<file path="src/rtl/jt6295_cmdq.sv">
// jt6295_cmdq -- command scheduler in front of the jt6295 CPU write port.
//
// Queues play/stop requests, turns each into MSM6295 command bytes and drives
// wrn/din with a fixed low time (WR_LEN clk cycles) and a minimum high time
// after every write (WR_GAP cen pulses).
//
// Optional feature: define JT6295_CMDQ_BUSYCHK_EN to hold a play request at the
// head of the queue while any of its target channels reports busy on oki_dout.
// Without the macro, oki_dout is ignored.
//
// Ports:
//   clk, rst_n         clock, asynchronous active-low reset
//   cen                jt6295 clock enable (paces the inter-write gap)
//   req_valid/ready    request handshake (ready = FIFO can take an entry)
//   req_stop           1 = stop request, 0 = play request
//   req_phrase[6:0]    phrase number (play only)
//   req_ch[3:0]        channel mask, bit0 = ch1
//   req_att[3:0]       attenuation code (play only)
//   flush              discard every queued request that has not started
//   oki_dout[7:0]      jt6295 status; bits 3:0 = channel busy
//   wrn, din[7:0]      jt6295 write strobe (active low) and data
//   pending[AW:0]      number of requests waiting in the FIFO
//   bad_req            one-cycle pulse when an invalid request is discarded
module jt6295_cmdq #(
  parameter int AW     = 3,
  parameter int WR_LEN = 4,
  parameter int WR_GAP = 2
) (
  input  logic          clk,
  input  logic          rst_n,
  input  logic          cen,
  input  logic          req_valid,
  output logic          req_ready,
  input  logic          req_stop,
  input  logic [6:0]    req_phrase,
  input  logic [3:0]    req_ch,
  input  logic [3:0]    req_att,
  input  logic          flush,
  input  logic [7:0]    oki_dout,
  output logic          wrn,
  output logic [7:0]    din,
  output logic [AW:0]   pending,
  output logic          bad_req
);

  localparam int DEPTH = 1 << AW;
  localparam int CMAX  = (WR_LEN > WR_GAP) ? WR_LEN : WR_GAP;
  localparam int CW    = $clog2(CMAX + 1);
  localparam logic [AW:0]   FULL_CNT = {1'b1, {AW{1'b0}}};
  localparam logic [AW:0]   CNT_ONE  = (AW+1)'(1);
  localparam logic [AW-1:0] PTR_ONE  = AW'(1);
  localparam logic [CW-1:0] LEN_M1   = CW'(WR_LEN - 1);
  localparam logic [CW-1:0] GAP_M1   = CW'(WR_GAP - 1);
  localparam logic [CW-1:0] TCNT_ONE = CW'(1);

  typedef enum logic [2:0] {
    ST_IDLE = 3'd0,
    ST_WR1  = 3'd1,
    ST_GAP1 = 3'd2,
    ST_WR2  = 3'd3,
    ST_GAP2 = 3'd4
  } state_t;

  // FIFO entry layout: {stop, phrase[6:0], ch[3:0], att[3:0]}
  logic [15:0]   r_mem [DEPTH];
  logic [AW-1:0] r_wptr, r_rptr;
  logic [AW:0]   r_cnt;

  state_t        r_state, w_state_nxt;
  logic          r_wrn, w_wrn_nxt;
  logic [7:0]    r_din, w_din_nxt;
  logic [CW-1:0] r_tcnt, w_tcnt_nxt;
  logic          r_bad, w_bad_nxt;
  logic [7:0]    r_byte1, w_byte1_nxt;
  logic          r_stop, w_stop_nxt;
  logic          w_pop, w_push, w_empty, w_full;

  logic [15:0]   w_head;
  logic          w_h_stop, w_invalid, w_eligible;
  logic [6:0]    w_h_ph;
  logic [3:0]    w_h_ch, w_h_att;
  logic [7:0]    w_byte0;

  assign w_head   = r_mem[r_rptr];
  assign w_h_stop = w_head[15];
  assign w_h_ph   = w_head[14:8];
  assign w_h_ch   = w_head[7:4];
  assign w_h_att  = w_head[3:0];
  assign w_byte0  = w_h_stop ? {1'b0, w_h_ch, 3'b000} : {1'b1, w_h_ph};

  assign w_invalid = w_h_stop ? (w_h_ch == 4'd0)
                              : ((w_h_ph == 7'd0) || (w_h_ch == 4'd0));

`ifdef JT6295_CMDQ_BUSYCHK_EN
  // A play waits until none of its channels is busy; stops never wait.
  assign w_eligible = w_h_stop || ((oki_dout[3:0] & w_h_ch) == 4'd0);
  logic w_unused_dout;
  assign w_unused_dout = ^oki_dout[7:4];
`else
  assign w_eligible = 1'b1;
  logic w_unused_dout;
  assign w_unused_dout = ^oki_dout;
`endif

  assign w_empty = (r_cnt == {(AW+1){1'b0}});
  assign w_full  = (r_cnt == FULL_CNT);
  // A pop this cycle frees a slot, so a full FIFO can still accept.
  assign req_ready = ~w_full | w_pop;
  // flush wins over a simultaneous request.
  assign w_push    = req_valid & req_ready & ~flush;

  // FIFO storage write port
  always_ff @(posedge clk) begin
    if (w_push) r_mem[r_wptr] <= {req_stop, req_phrase, req_ch, req_att};
  end

  // FIFO pointers and occupancy
  always_ff @(posedge clk or negedge rst_n) begin
    if (!rst_n) begin
      r_wptr <= {AW{1'b0}};
      r_rptr <= {AW{1'b0}};
      r_cnt  <= {(AW+1){1'b0}};
    end else if (flush) begin
      r_wptr <= {AW{1'b0}};
      r_rptr <= {AW{1'b0}};
      r_cnt  <= {(AW+1){1'b0}};
    end else begin
      if (w_push) r_wptr <= r_wptr + PTR_ONE;
      if (w_pop)  r_rptr <= r_rptr + PTR_ONE;
      case ({w_push, w_pop})
        2'b10:   r_cnt <= r_cnt + CNT_ONE;
        2'b01:   r_cnt <= r_cnt - CNT_ONE;
        default: r_cnt <= r_cnt;
      endcase
    end
  end

  // FSM state register
  always_ff @(posedge clk or negedge rst_n) begin
    if (!rst_n) r_state <= ST_IDLE;
    else        r_state <= w_state_nxt;
  end

  // FSM next state and write-port next values
  always_comb begin
    w_state_nxt = r_state;
    w_wrn_nxt   = r_wrn;
    w_din_nxt   = r_din;
    w_tcnt_nxt  = r_tcnt;
    w_bad_nxt   = 1'b0;
    w_pop       = 1'b0;
    w_byte1_nxt = r_byte1;
    w_stop_nxt  = r_stop;
    case (r_state)
      ST_IDLE: begin
        // Flush takes priority: the head has not started, so it is discarded.
        if (!flush && !w_empty) begin
          if (w_invalid) begin
            w_pop     = 1'b1;
            w_bad_nxt = 1'b1;
          end else if (w_eligible) begin
            w_pop       = 1'b1;
            w_din_nxt   = w_byte0;
            w_wrn_nxt   = 1'b0;
            w_tcnt_nxt  = LEN_M1;
            w_byte1_nxt = {w_h_ch, w_h_att};
            w_stop_nxt  = w_h_stop;
            w_state_nxt = ST_WR1;
          end else begin
            w_state_nxt = ST_IDLE;
          end
        end else begin
          w_state_nxt = ST_IDLE;
        end
      end
      ST_WR1, ST_WR2: begin
        if (r_tcnt == {CW{1'b0}}) begin
          w_wrn_nxt   = 1'b1;
          w_state_nxt = (r_state == ST_WR1) ? ST_GAP1 : ST_GAP2;
        end else begin
          w_tcnt_nxt  = r_tcnt - TCNT_ONE;
        end
      end
      ST_GAP1, ST_GAP2: begin
        // r_tcnt was left at zero by WRx; it now counts cen pulses.
        if (cen) begin
          if (r_tcnt == GAP_M1) begin
            if (r_state == ST_GAP1 && !r_stop) begin
              w_din_nxt   = r_byte1;
              w_wrn_nxt   = 1'b0;
              w_tcnt_nxt  = LEN_M1;
              w_state_nxt = ST_WR2;
            end else begin
              w_tcnt_nxt  = {CW{1'b0}};
              w_state_nxt = ST_IDLE;
            end
          end else begin
            w_tcnt_nxt = r_tcnt + TCNT_ONE;
          end
        end else begin
          w_tcnt_nxt = r_tcnt;
        end
      end
      default: begin
        w_wrn_nxt   = 1'b1;
        w_tcnt_nxt  = {CW{1'b0}};
        w_state_nxt = ST_IDLE;
      end
    endcase
  end

  // Registered write-port outputs and sequence context
  always_ff @(posedge clk or negedge rst_n) begin
    if (!rst_n) begin
      r_wrn   <= 1'b1;
      r_din   <= 8'd0;
      r_tcnt  <= {CW{1'b0}};
      r_bad   <= 1'b0;
      r_byte1 <= 8'd0;
      r_stop  <= 1'b0;
    end else begin
      r_wrn   <= w_wrn_nxt;
      r_din   <= w_din_nxt;
      r_tcnt  <= w_tcnt_nxt;
      r_bad   <= w_bad_nxt;
      r_byte1 <= w_byte1_nxt;
      r_stop  <= w_stop_nxt;
    end
  end

  assign wrn     = r_wrn;
  assign din     = r_din;
  assign pending = r_cnt;
  assign bad_req = r_bad;

endmodule

</file>
<file path="config.mk">
export PLATFORM = sky130hd
export DESIGN_NAME = jt6295_cmdq
export DESIGN_NICKNAME = d
export VERILOG_FILES = /design/src/rtl/jt6295_cmdq.sv
export SDC_FILE = /design/constraint.sdc
export NUM_CORES = 1
export LEC_CHECK = 0
export ABC_AREA = 1
export CAP_MARGIN = 25
export CORE_MARGIN = 3
export CORE_UTILIZATION = 40
export CTS_CLUSTER_DIAMETER = 40
export CTS_CLUSTER_SIZE = 10
export DETAILED_ROUTE_END_ITERATION = 7
export PLACE_DENSITY = 0.58
export SLEW_MARGIN = 20
export SYNTH_ARGS = -nofsm -noshare
export SYNTH_HDL_FRONTEND = slang
export SYNTH_SLANG_ARGS = --single-unit
</file>
<file path="constraint.sdc">
create_clock -name clk -period 2.42 [get_ports clk]
set_input_delay 0.363 -clock clk [delete_from_list [all_inputs] [get_ports clk]]
set_output_delay 0.363 -clock clk [all_outputs]
set_load 0.005 [all_outputs]
</file>
==> flow_metrics.tcl <==
set metrics [dict create \
    status "completed" \
    cts_hold_buf 0 \
    avgSynthCellArea_sq_um 10.28 \
    grtUsageTotal 0.1693 \
    hold_path.class "in -> async" \
    antenna_found_initial 0 \
    die_w_um 139.7 \
    grt_start_max_net_pins 62 \
    antennaDiodeCount 0 \
    grt_pass1_vias 4769 \
    ir_worst_vdd_mv 0.5099 \
    start_util 0.4108 \
    drtAntennaViolNets 0 \
    worstSetupPathType "reg -> out" \
    placed_area_sq_mm 0.007924 \
    start_kind "register" \
    final_cell_mix "nand2_1, edfxtp_1, inv_1" \
    fmax_mhz 433.6 \
    fp-row-count 48 \
    skew_ns 0.007185 \
    slew-limit-headroom 0.4660 \
    syn-num-nets 733 \
    finalSetupViolCount 0 \
    ys_ff_latch 163 \
    drtPass1Iterations 5 \
    io_pins 44 \
    clock_sinks 163 \
    yosysTopAreaCell "edfxtp_1" \
    p_per_area_mw_per_mm2 1118 \
    required_ns 2.06 \
    cp_slowest_cell "clkdlybuf4s50_1" \
    die_h_um 139.7 \
    place_ws_ns -0.01838 \
    design_area_sq_mm 0.008549 \
    dieArea_sq_mm 0.01953 \
    drt_iter0_drc 466 \
    tns_ns 0 \
    synth.yosys.warnings 0 \
    drc 0 \
    rsz0062_at_grt "false" \
    vias_per_cell 4.968 \
    yosysTopAreaCellShare 0.5373 \
    cts_buffer_depth 2 \
    root_buffer "clkbuf_16" \
    wl_per_cell_um 16.18 \
    final_common_cell "nand2_1" \
    synth_area_sq_mm 0.007154 \
    p_leak_uw 0.003542 \
    final_hold_viol_count 0 \
    setup_ws_ns 0.1137 \
    min_period_ns 2.306 \
    wirelength_mm 16.18 \
    tritoncts "built" \
    fin_total_pwr_uw 9556 \
    clk_pin_slew_ns 0.07 \
    clkLatencyLatePin_ns 0.42 \
    dp_hpwl_mm 10.65 \
    syn2layout_area_growth_pct 19.50 \
    cp-end-kind "output pin" \
    arrival_ns 1.94 \
    worstPathMaxFanout 7 \
    critPathBufInv 3 \
    port_buffers 35 \
    core-area_sq_mm 0.01742 \
    crit_family "buffers and inverters" \
    nets 799 \
    vias 4968 \
    cap_violations 0 \
    syn_inst 696 \
    maxSlewViolCount 0 \
    place.gp.congestion 0.8183 \
    ys_types 31 \
    ys_seq_area_frac 0.6598 \
    finalCritPeriodShare 0.9530 \
    synth_area_leaders "edfxtp_1, dfrtp_1, nand2_1" \
    grt_pass1_wl_mm 25.96 \
    htree_levels 4 \
    overflow 0 \
    max_stage_delay_ns 0.49 \
    numCtsBuffers 17 \
    worstMarginPinSlew_ns 0.8010 \
    drive_above_1_share 0.1123 \
    worstPathCellList "nor2_1 -> nand3_1 -> nand2_2 -> nor2_4 -> inv_2 -> nand2_1 -> buf_4 -> clkdlybuf4s50_1" \
]
==> routing by layer <==
metal / GRT usage / share of wire / wire length [um]
met1: 0.2309 / 0.46 / 7524
met2: 0.2707 / 0.48 / 7717
met3: 0.03299 / 0.040 / 653
met4: 0.06272 / 0.018 / 288
met5: 0 / 0 / 0
==> power breakdown <==
group          leakage [uW]  switching (uW)  internal, uW
registers           0.00160             184          3340
logic               0.00167            2130          1250
clock network      0.000272            1130          1520
==> repair_timing <==
action                     CTS  global route
buffers inserted             0             3
setup endpoints to repair    0             7
resized for setup            0             7
==> worst reg2reg max path: stages (launching register included) <==
cell	delay (ns)
dfrtp_2	0.44
inv_2	0.10
buf_12	0.26
nand2_1	0.14
nand3_1	0.09
nand3_1	0.13
nand2_1	0.11
nand2_1	0.05
nor2_1	0.12
nand2_1	0.10
nand2_4	0.13
nand2_4	0.10
nand2_1	0.17
o21ai_0	0.10
==> cells in the mapped netlist (all sizes together) <==
library cell    n
xor2            4
o22ai           3
dfrtp          34
o211a           1
nand3          59
buf            19
clkinv          1
nor3            1
nor2           72
a31oi           1
edfxtp        128
nor4            1
dfstp           1
clkbuf          6
o21a            4
o221ai          8
a22oi           1
nand3b          1
ha              8
nand2         191
nand4           1
o21bai          1
a21oi           9
inv            76
o21ai          65
==> sequential cells by signal, summed over array words and instances (netlist names), 3 cells and up <==
signal,count
r_byte1,8
r_mem,128
din,8
r_state,3
r_rptr,3
pending,4
r_tcnt,3
r_wptr,3
==> worst paths after layout <==
check	from	to	slack, ns	depth (start not counted)
min reg2reg	wrn	wrn	0.47	2
max	pending[1]	req_ready	0.11	8
max reg2reg	r_rptr[0]	r_tcnt[2]	0.24	13
max in group asynchronous	rst_n	pending[1]	1.84	1
min	rst_n	din[0]	0.02	1
min in group clk	wrn	wrn	0.47	2
==> final cells by class <==
class	instances	area (sq um)
sequential	163	4726
fill	1581	8867
clock buffer	17	425.4
timing repair buffer	71	653.1
tap	225	281.5
inverter	77	289.0
clock inverter	15	157.7
multi-input combinational	432	2017
==> cell families (layout without fill, tap and decap cells) <==
logic type / Yosys count / in the layout / synth area share
AND/OR/NAND/NOR: 326 / 327 / 0.1880
flip-flops: 163 / 163 / 0.6598
buffers and inverters: 102 / 180 / 0.06051
AO/OA/AOI/OAI: 93 / 93 / 0.07275
XOR/XNOR: 4 / 4 / 0.004896
adder cells (fa/ha/maj): 8 / 8 / 0.01399
==> per-stage QoR <==
stage / utilization / cells / hold WS [ns]
floorplan: - / 696 / 0.06741
global route: 0.4909 / 1000 / 0.07494
global placement: 0.4550 / 964 / 0.4512
detailed placement: 0.4550 / 964 / 0.4541
CTS: 0.4884 / 996 / 0.03377
finish: 0.4909 / 1000 / 0.02168
Note: power is estimated with default switching activity, not from simulation.
